File: src/rtl/seven_segment_pkg.sv
// Shared glyph table, FSM state type and nibble-to-segment helper.
// Latency: n/a (constants and pure functions only).
// Backpressure: n/a.
package seven_segment_pkg;

    // Segment order is {dp,g,f,e,d,c,b,a}, active high.
    localparam logic [7:0] SEG_HEX [0:15] = '{
        8'h3F, 8'h06, 8'h5B, 8'h4F, 8'h66, 8'h6D, 8'h7D, 8'h07,
        8'h7F, 8'h6F, 8'h77, 8'h7C, 8'h39, 8'h5E, 8'h79, 8'h71
    };
    localparam logic [7:0] SEG_DASH  = 8'h40;
    localparam logic [7:0] SEG_BLANK = 8'h00;

    typedef enum logic [1:0] {
        ST_IDLE,
        ST_SHIFT,
        ST_COMMIT
    } state_t;

    function automatic logic [7:0] hex_to_seg(input logic [3:0] nibble);
        return SEG_HEX[nibble];
    endfunction

endpackage

File: src/rtl/seven_segment_mux_bin_to_bcd.sv
// Sequential double-dabble binary-to-BCD converter with sticky overflow.
// Latency: VALUE_BITS cycles from start; done pulses during the last shift cycle.
// Backpressure: none; start is only honoured by the caller while busy is low.
module bin_to_bcd #(
    parameter int VALUE_BITS = 8,
    parameter int NUM_DIGITS = 3
) (
    input  logic                    i_clk,
    input  logic                    i_rst_n,
    input  logic                    start,
    input  logic [VALUE_BITS-1:0]   value,
    output logic                    busy,
    output logic                    done,
    output logic [4*NUM_DIGITS-1:0] bcd,
    output logic                    overflow
);

    localparam int BCD_BITS = 4 * NUM_DIGITS;
    localparam int CNT_W    = $clog2(VALUE_BITS + 1);

    logic [VALUE_BITS-1:0] sh_q;
    logic [BCD_BITS-1:0]   bcd_q;
    logic [BCD_BITS-1:0]   adj;
    logic [CNT_W-1:0]      cnt_q;
    logic                  busy_q;
    logic                  ovf_q;

    always_comb begin
        adj = bcd_q;
        for (int k = 0; k < NUM_DIGITS; k++) begin
            if (bcd_q[4*k +: 4] >= 4'd5) begin
                adj[4*k +: 4] = bcd_q[4*k +: 4] + 4'd3;
            end
        end
    end

    always_ff @(posedge i_clk or negedge i_rst_n) begin
        if (!i_rst_n) begin
            sh_q   <= '0;
            bcd_q  <= '0;
            cnt_q  <= '0;
            busy_q <= 1'b0;
            ovf_q  <= 1'b0;
        end else if (start) begin
            sh_q   <= value;
            bcd_q  <= '0;
            cnt_q  <= CNT_W'(VALUE_BITS);
            busy_q <= 1'b1;
            ovf_q  <= 1'b0;
        end else if (busy_q) begin
            // Anything leaving the top nibble means the value needs more digits.
            sh_q   <= sh_q << 1;
            bcd_q  <= {adj[BCD_BITS-2:0], sh_q[VALUE_BITS-1]};
            ovf_q  <= ovf_q | adj[BCD_BITS-1];
            cnt_q  <= cnt_q - CNT_W'(1);
            if (cnt_q == CNT_W'(1)) begin
                busy_q <= 1'b0;
            end
        end
    end

    assign busy     = busy_q;
    assign done     = busy_q && (cnt_q == CNT_W'(1));
    assign bcd      = bcd_q;
    assign overflow = ovf_q;

endmodule

File: src/rtl/seven_segment_mux.sv
// Multiplexed seven-segment driver: hex/decimal glyphs, blanking, dp, overflow dashes.
// Latency: hex write visible after 1 busy cycle, decimal after VALUE_BITS+1; outputs 1 cycle behind scan.
// Backpressure: writes are dropped while o_busy is high; no queueing.
module seven_segment_mux
    import seven_segment_pkg::*;
#(
    parameter int NUM_DIGITS   = 3,
    parameter int VALUE_BITS   = 8,
    parameter int COUNTER_BITS = 16
) (
    input  logic                  i_clk,
    input  logic                  i_rst_n,
    input  logic [VALUE_BITS-1:0] i_value,
    input  logic                  i_we,
    input  logic                  i_mode,
    input  logic                  i_blank_lz,
    input  logic [NUM_DIGITS-1:0] i_dp,
    input  logic                  i_oe,
    output logic                  o_busy,
    output logic [7:0]            o_data,
    output logic [NUM_DIGITS-1:0] o_addr
);

    localparam int BCD_BITS = 4 * NUM_DIGITS;
    localparam int EXT_BITS = (VALUE_BITS > BCD_BITS) ? VALUE_BITS : BCD_BITS;
    localparam int IDX_W    = (NUM_DIGITS > 1) ? $clog2(NUM_DIGITS) : 1;

    state_t state_q, state_nxt;
    logic   conv_start, buf_we;

    logic [VALUE_BITS-1:0] val_q;
    logic                  mode_q;
    logic                  blz_q;
    logic [NUM_DIGITS-1:0] dp_q;

    logic                conv_busy, conv_done, conv_ovf;
    logic [BCD_BITS-1:0] conv_bcd;

    logic [EXT_BITS-1:0] val_ext;
    logic                hex_ovf;
    logic                any_ovf;
    logic                lz_run;
    logic                blank;
    logic [3:0]          nib;
    logic [7:0]          glyph;
    logic [7:0]          seg_nxt   [NUM_DIGITS];
    logic [7:0]          disp_buf_q[NUM_DIGITS];

    logic [COUNTER_BITS-1:0] scan_cnt_q;
    logic [IDX_W-1:0]        cur_q;
    logic                    cur_legal;
    logic [NUM_DIGITS-1:0]   addr_nxt;

    bin_to_bcd #(
        .VALUE_BITS (VALUE_BITS),
        .NUM_DIGITS (NUM_DIGITS)
    ) u_bin_to_bcd (
        .i_clk    (i_clk),
        .i_rst_n  (i_rst_n),
        .start    (conv_start),
        .value    (i_value),
        .busy     (conv_busy),
        .done     (conv_done),
        .bcd      (conv_bcd),
        .overflow (conv_ovf)
    );

    always_ff @(posedge i_clk or negedge i_rst_n) begin
        if (!i_rst_n) begin
            state_q <= ST_IDLE;
        end else begin
            state_q <= state_nxt;
        end
    end

    always_comb begin
        state_nxt  = state_q;
        conv_start = 1'b0;
        buf_we     = 1'b0;
        case (state_q)
            ST_IDLE: begin
                if (i_we) begin
                    conv_start = i_mode;
                    state_nxt  = i_mode ? ST_SHIFT : ST_COMMIT;
                end
            end
            ST_SHIFT: begin
                if (conv_done || !conv_busy) begin
                    state_nxt = ST_COMMIT;
                end
            end
            ST_COMMIT: begin
                buf_we    = 1'b1;
                state_nxt = ST_IDLE;
            end
            default: state_nxt = ST_IDLE;
        endcase
    end

    assign o_busy = (state_q != ST_IDLE);

    always_ff @(posedge i_clk or negedge i_rst_n) begin
        if (!i_rst_n) begin
            val_q  <= '0;
            mode_q <= 1'b0;
            blz_q  <= 1'b0;
            dp_q   <= '0;
        end else if ((state_q == ST_IDLE) && i_we) begin
            val_q  <= i_value;
            mode_q <= i_mode;
            blz_q  <= i_blank_lz;
            dp_q   <= i_dp;
        end
    end

    assign val_ext = EXT_BITS'(val_q);

    always_comb begin
        hex_ovf = 1'b0;
        for (int i = BCD_BITS; i < VALUE_BITS; i++) begin
            hex_ovf = hex_ovf | val_q[i];
        end
    end

    assign any_ovf = mode_q ? conv_ovf : hex_ovf;

    // Walk from the most significant digit so the zero run is known per digit.
    always_comb begin
        lz_run = 1'b1;
        blank  = 1'b0;
        nib    = '0;
        glyph  = SEG_BLANK;
        for (int k = 0; k < NUM_DIGITS; k++) begin
            seg_nxt[k] = SEG_BLANK;
        end
        for (int k = NUM_DIGITS - 1; k >= 0; k--) begin
            nib    = mode_q ? conv_bcd[4*k +: 4] : val_ext[4*k +: 4];
            lz_run = lz_run && (nib == 4'd0);
            blank  = blz_q && lz_run && (k != 0);
            if (any_ovf) begin
                glyph = SEG_DASH;
            end else if (blank) begin
                glyph = SEG_BLANK;
            end else begin
                glyph = hex_to_seg(nib);
            end
            seg_nxt[k] = glyph | {dp_q[k], 7'b0};
        end
    end

    always_ff @(posedge i_clk or negedge i_rst_n) begin
        if (!i_rst_n) begin
            for (int k = 0; k < NUM_DIGITS; k++) begin
                disp_buf_q[k] <= SEG_BLANK;
            end
        end else if (buf_we) begin
            for (int k = 0; k < NUM_DIGITS; k++) begin
                disp_buf_q[k] <= seg_nxt[k];
            end
        end
    end

    assign cur_legal = (32'(cur_q) < 32'(NUM_DIGITS));

    always_ff @(posedge i_clk or negedge i_rst_n) begin
        if (!i_rst_n) begin
            scan_cnt_q <= '0;
            cur_q      <= '0;
        end else begin
            scan_cnt_q <= scan_cnt_q + COUNTER_BITS'(1);
            if (!cur_legal) begin
                cur_q <= '0;
            end else if (&scan_cnt_q) begin
                cur_q <= (cur_q == IDX_W'(NUM_DIGITS - 1)) ? '0 : cur_q + IDX_W'(1);
            end
        end
    end

    always_comb begin
        addr_nxt = '0;
        for (int k = 0; k < NUM_DIGITS; k++) begin
            addr_nxt[k] = (32'(cur_q) == 32'(k));
        end
    end

    always_ff @(posedge i_clk or negedge i_rst_n) begin
        if (!i_rst_n) begin
            o_addr <= '0;
            o_data <= '0;
        end else begin
            o_addr <= addr_nxt;
            o_data <= (i_oe && cur_legal) ? disp_buf_q[cur_q] : 8'h00;
        end
    end

endmodule

File: config.mk
export PLATFORM = sky130hd
export DESIGN_NAME = seven_segment_mux
export DESIGN_NICKNAME = d
export VERILOG_FILES = /design/src/rtl/seven_segment_pkg.sv /design/src/rtl/seven_segment_mux_bin_to_bcd.sv /design/src/rtl/seven_segment_mux.sv
export SDC_FILE = /design/constraint.sdc
export NUM_CORES = 1
export LEC_CHECK = 0
export ABC_AREA = 1
export BUFFER_PORTS_ARGS = -buffer_cell sky130_fd_sc_hd__buf_2
export CORE_MARGIN = 4
export CORE_UTILIZATION = 40
export CTS_CLUSTER_SIZE = 40
export DETAILED_ROUTE_END_ITERATION = 12
export MAX_ROUTING_LAYER = met4
export REMOVE_ABC_BUFFERS = 1
export SLEW_MARGIN = 20
export SYNTH_ARGS = -nofsm -noshare
export SYNTH_HDL_FRONTEND = slang
export SYNTH_SLANG_ARGS = --single-unit
export TNS_END_PERCENT = 1
File: constraint.sdc
create_clock -name i_clk -period 2.42 [get_ports i_clk]
set_input_delay 0.242 -clock i_clk [delete_from_list [all_inputs] [get_ports i_clk]]
set_output_delay 0.242 -clock i_clk [all_outputs]
set_load 0.01 [all_outputs]
==> reports/summary.txt, run 1 <==
clk sink count: 94
worst path arrival time: 2.19 ns
Netlist cell types: 36
die height: 120.1 um
Antenna Nets Post-Route: 0
Rows: 40
number of diodes: 0
RSZ-0062 raised after global routing: no
min Tclk post-route: 1.945 ns
run status: finished clean
DRT iter0 DRCs: 221
CTS buffer count: 9
vias in the first global route: 3,732
GPL Wtd Cong: 0.9332
largest net degree at the start of global routing: 69
Buf/Inv on CP: 2
area of the multi-input gates: 0.002262 mm2
fmax: 514.2 MHz
sequential area share after synthesis: 0.4684
Initial DRT Pass Iterations: 5
Core Area: 0.01216 mm2
final hold violations: 0
post-route cell area: 0.005664 mm2
clock slew at reported path FFs: 0.07 ns
Final Cycle Share: 0.8036
skew final: 0.009642 ns
power density over the cells: 1262 mW/mm2
IO Pins: 29
Starting Density: 0.4130
Layout area overhead: 12.78%
CP most frequent cell: nand2_1
setup violators final: 0
CTS tree: built
FF/Latch Area: 0.002352 mm2
Synth Instances: 600
Worst-Skew Late Latency: 0.35 ns
Max Root-Sink Buffers: 2
P_leak: 2.948 nW
root buffer cell: clkbuf_16
CTS Hold Buffers Added: 1
Peak supply drop: 561.7 uV
Fillers: 1,188
WL final: 10,180 um
Slowest Stage Delay on Critical Path: 0.62 ns
Post-CTS Resized: 0
post-synthesis area per instance: 8.371 um2
full die area: 0.01441 mm2
Critical Path RT: 2.66 ns
grt ovf: 0
drt drc: 0
Slew @ Worst Pin: 0.4922 ns
critical path endpoint category: register
Non-Filler Instances: 809
global-route wire length before repair: 17,680 um
routed length per instance: 12.58 um
Startpoint Class: register
Worst path slowest cell: dfrtp_1
PortBufs: 28
chip width: 120.1 um
setup TNS: 0 ns
Cell Area, Placed: 0.005364 mm2
Total Power: 7.148 mW
Total GRT Usage: 0.1549
layout cell share with drive strength beyond 1: 0.1482
CP Class: register to register
# nets final: 680
synth warn: 0
Hold/Removal Path Class: primary input to register
delay-heaviest family, CP: flip-flops
mapped cell area: 0.005022 mm2
Max Slew Vio Count: 0
Vias: 3,895
Crit Path Max Fanout: 11
critical-path cell list: buf_4 -> nand2_1 -> o21ai_2 -> inv_1 -> ha_1 -> nor2_1 -> o21ai_1 -> nand3_1 -> nand2_1
htree depth: 3
Yosys reg bits: 94
maxcap violations: 0
initial antenna violation count: 0
HPWL after detailed placement: 7628 um
Slew Limit Headroom: 0.6715
Vias/cell: 4.815
Placed Instances: 792
postcts setup bufs: 0
cell usage after synthesis:
cell type  instances  area [um2]
clkbuf_1           2       7.510
inv_1             82       307.8
buf_6              3       33.78
ha_1              27       337.8
inv_4              2       12.51
nor2_1            30       112.6
dfrtp_1           94        2352
nor2_2             5       31.28
o221ai_1           1       8.760
or2_0              1       6.260
o211ai_1           8       60.06
nor2_4             2       22.52
or2_4              1       8.760
o21ai_1           16       80.08
or2_2              3       18.77
nand3_1           28       140.1
o22ai_1           13       81.33
a21oi_2            1       8.760
nor3_1             3       15.01
nand2_4            5       56.30
o21ai_2            3       26.28
nand4_1            6       37.54
xor2_1            11       96.34
o21ai_4            2       32.53
a21oi_1           14       70.07
nand2_2            8       50.05
o211ai_2           1       12.51
buf_2              4       20.02
xnor2_1            7       61.31
nand2_1          156       585.6
o21ai_0           45       225.2
o31ai_1            1       7.510
inv_2              7       26.28
a31oi_1            2       12.51
a31o_2             3       26.28
nand3_2            3       30.03
per-layer routing:
| metal | routed length [um] | vias to the layer above | GRT usage | share of wire |
|---|---|---|---|---|
| met5 | 0 | - | - | 0 |
| met2 | 4678 | 96 | 0.2388 | 0.46 |
| met1 | 4897 | 1786 | 0.2043 | 0.48 |
| met3 | 424 | 18 | 0.03393 | 0.042 |
| li1 | - | 1995 | - | - |
| met4 | 176 | 0 | 0.05011 | 0.017 |
final timing paths:
check | startpoint | end | slack, ns | cells after the start
min reg2reg | scan_cnt_q[0] | scan_cnt_q[0] | 0.47 | 1
min | i_dp[1] | dp_q[1] | 0.09 | 3
max reg2reg | mode_q | disp_buf_q[19] | 0.48 | 9
min in group asynchronous | i_rst_n | scan_cnt_q[5] | 0.34 | 2
max in group asynchronous | i_rst_n | u_bin_to_bcd.busy | 1.41 | 3
max | mode_q | disp_buf_q[19] | 0.48 | 9
tightest hold or removal path, stage by stage:
cell     delay, ns
buf_2         0.07
nand2_1       0.04
nand2_1       0.05
cell families (layout without fill, tap and decap cells):
family / after synthesis / in the layout / share of synthesized area
and+or+nand+nor: 251 / 251 / 0.2220
AOI/OAI and AO/OA: 110 / 110 / 0.1298
buffers and inverters: 100 / 141 / 0.08122
DFF: 94 / 94 / 0.4684
adders and majority gates: 27 / 27 / 0.06726
xor gates and xnor gates: 18 / 18 / 0.03139
state kept, by name (all words and copies together) (netlist names):
signal and flops:
mode_q 1, disp_buf_q 24, scan_cnt_q 16, val_q 8
blz_q 1, u_bin_to_bcd.bcd 12, state_q 2, u_bin_to_bcd.overflow 1
o_addr 3, u_bin_to_bcd.cnt_q 4, dp_q 3, o_data 8
u_bin_to_bcd.busy 1, u_bin_to_bcd.sh_q 8, cur_q 2
placed cells by master, fill, tap and decap left out, drive strengths merged:
master,count
nand2,169
dfrtp,94
inv,94
o21ai,66
nor2,37
buf,33
nand3,31
ha,27
a21oi,15
o22ai,13
xor2,11
clkbuf,10
o211ai,9
xnor2,7
nand4,6
or2,5
a31o,3
nor3,3
a31oi,2
clkinv,2
o31ai,1
o221ai,1
clkinvlp,1
dlygate4sd3,1
layout make-up:
class                      instances  share of cell area
inverter                          91             0.06119
clock inverter                     6            0.009057
multi-input combinational        406              0.3994
clock buffer                      10             0.04219
sequential                        94              0.4153
tap                              168             0.03711
timing repair buffer              34             0.03579
stage by stage:
stage,utilization,worst slack (ns),hold WS [ns]
after global routing,0.4657,0.2575,0.07321
final,0.4657,0.4752,0.08527
after detailed placement,0.4410,0.4860,0.1768
after global placement,0.4410,0.5475,0.1742
after CTS,0.4657,0.4632,0.07586
after floorplan,-,0.5068,-0.05359
where the power goes:
| part | total, mW | switching (mW) | internal [mW] |
|---|---|---|---|
| Combinational | 3.27 | 2.12 | 1.15 |
| Clock | 1.37 | 0.626 | 0.739 |
| Sequential | 2.51 | 0.375 | 2.14 |
| Total | 7.15 | 3.13 | 4.02 |
Note: power is estimated with default switching activity, not from simulation.
==> run 2: changes to the inputs <==
==> constraint.sdc (replaced) <==
create_clock -name i_clk -period 1.73 [get_ports i_clk]
set_input_delay 0.173 -clock i_clk [delete_from_list [all_inputs] [get_ports i_clk]]
set_output_delay 0.173 -clock i_clk [all_outputs]
set_load 0.01 [all_outputs]
==> reports/summary.txt, run 2 (synthesis results as in run 1) <==
run status: finished clean
root buffer cell: clkbuf_16
grt ovf: 0 (unchanged)
Critical Path RT: 1.96 ns (-0.70 ns)
logic gate share of total power: 0.474 (+0.016)
setup violators final: 0 (unchanged)
IO Pins: 29 (unchanged)
# nets final: 697 (+2.5%)
routed length per instance: 12.45 um (-1.1%)
Max Slew Vio Count: 0 (unchanged)
Antenna Nets Post-Route: 0 (unchanged)
power density over the cells: 1791 mW/mm2 (+42%)
CTS tree: built
Worst-Skew Late Latency: 0.34 ns (about the same)
Clock Power Share: 0.193 (+0.002)
RSZ-0062 raised after global routing: yes
Rows: 40 (unchanged)
worst path arrival time: 1.88 ns (-0.31 ns)
most flop-heavy register: disp_buf_q
DRT iter0 DRCs: 173 (-22%)
Slew Limit Headroom: 0.6823 (+0.01083)
max FFs per register: 24 (unchanged)
layout cell share with drive strength beyond 1: 0.1824 (+0.03416)
Hold/Removal Path Class: primary input to register
Total Power: 10.45 mW (+46%)
CTS buffer count: 9 (unchanged)
Peak supply drop: 986.9 uV (+76%)
Pint: 5.979 mW (+49%)
largest net degree at the start of global routing: 37 (-46%)
PortBufs: 28 (unchanged)
Worst Hold Slack: 0.02702 ns (-0.05825 ns)
Max Root-Sink Buffers: 2 (unchanged)
Core Area: 0.01216 mm2 (unchanged)
P_leak: 3.035 nW (+3.0%)
die height: 120.1 um (unchanged)
GPL Wtd Cong: 0.8438 (-9.6%)
Placed Instances: 806 (+1.8%)
Startpoint Class: register
Fillers: 1,175 (-1.1%)
Non-Filler Instances: 826 (+2.1%)
sequential power share: 0.332 (-0.019)
Total GRT Usage: 0.1580 (+0.003118)
top layer reached by signal wires: met4
Initial DRT Pass Iterations: 4 (-1)
commonest non-fill, non-tap cell in the layout: nand2_1
number of diodes: 0 (unchanged)
maxcap violations: 0 (unchanged)
clock slew at reported path FFs: 0.07 ns (about the same)
DRT met1 WL: 5054 um (+3.2%)
metal3 WL: 309 um (-27%)
vias in the first global route: 3,875 (+3.8%)
Crit Path Max Fanout: 4 (-7)
Vias/cell: 4.770 (-0.93%)
global-route wire length before repair: 18,160 um (+2.7%)
Slew @ Worst Pin: 0.4765 ns (-0.01571 ns)
net switching power: 4.472 mW (+43%)
setup TNS: 0 ns (unchanged)
CP Class: register to register
WL final: 10,280 um (+1.0%)
Final Cycle Share: 0.9586 (+0.1549)
clk sink count: 94 (unchanged)
Switching Fraction: 0.4279 (-0.009362)
most frequent cells in the layout: 155 x nand2_1, 93 x dfrtp_1, 79 x inv_1
htree depth: 3 (unchanged)
min Tclk post-route: 1.658 ns (-0.2865 ns)
initial antenna violation count: 0 (unchanged)
drt drc: 0 (unchanged)
Starting Density: 0.4130 (unchanged)
skew final: 0.005956 ns (-0.003686 ns)
final hold violations: 0 (unchanged)
fmax: 603.0 MHz (+17%)
HPWL after detailed placement: 7819 um (+2.5%)
Layout area overhead: 16.19%
full die area: 0.01441 mm2 (unchanged)
critical path endpoint category: register
chip width: 120.1 um (unchanged)
Vias: 3,940 (+1.2%)
met2 WL: 4804 um (+2.7%)
run 2: worst paths after layout:
path	start	cells after the start	endpoint	slack [ns]
worst max-delay path	mode_q	8	disp_buf_q[20]	0.07
worst min-delay path	i_dp[0]	3	dp_q[0]	0.03
worst max register to register	mode_q	8	disp_buf_q[20]	0.07
worst min register to register	scan_cnt_q[0]	1	scan_cnt_q[0]	0.46
max in group asynchronous	i_rst_n	3	state_q[0]	0.84
min in group asynchronous	i_rst_n	2	scan_cnt_q[8]	0.33
run 2: area by class of cell:
type                       instances  area (um2)  area share
clock buffer                       9       225.2     0.03859
clock inverter                     7       81.33     0.01394
inverter                          91       346.6     0.05939
multi-input combinational        406        2278      0.3904
sequential                        94        2354      0.4033
tap                              168       210.2     0.03602
timing repair buffer              51       340.3     0.05832
run 2: worst max-delay path, cell delays in order, from the launching register on:
cell and delay (ns):
dfrtp_2 0.43, buf_4 0.15, o21ai_2 0.23, ha_2 0.23
inv_1 0.06, nor2_1 0.16, a21oi_1 0.10, o21ai_1 0.10
o21ai_1 0.08
run 2: what timing repair did:
item                                    CTS  global route
gates resized for setup                   3             8
hold buffers                              1             0
hold endpoints to repair                 33             0
setup buffers                             3             0
endpoints found under the setup margin    4             9
pin swaps                                 0             1
run 2: power by group through the flow:
stage | clock [mW] | sequential, mW | combinational, mW
2_1_floorplan | 0 | 3.46 | 3.43
3_3_place_gp | 0 | 3.51 | 4.70
3_5_place_dp | 0 | 3.53 | 4.81
4_1_cts | 2.07 | 3.47 | 4.93
5_1_grt | 2.17 | 3.58 | 5.69
6_report | 2.02 | 3.47 | 4.96
run 2: through the flow:
stage / cell area (um2) / utilization / setup slack [ns]
finish: 5836 / 0.4798 / 0.07164
global route: 5836 / 0.4798 / -0.02712
CTS: 5824 / 0.4789 / 0.03431
detailed placement: 5482 / 0.4507 / -0.05433
global placement: 5482 / 0.4507 / 0.02125
floorplan: 4961 / - / -0.1832
run 2: layer usage:
layer / GRT usage / vias up
met4: 0.04510 / 0
met1: 0.2034 / 1846
li1: - / 2028
met5: - / -
met2: 0.2529 / 59
met3: 0.03393 / 7
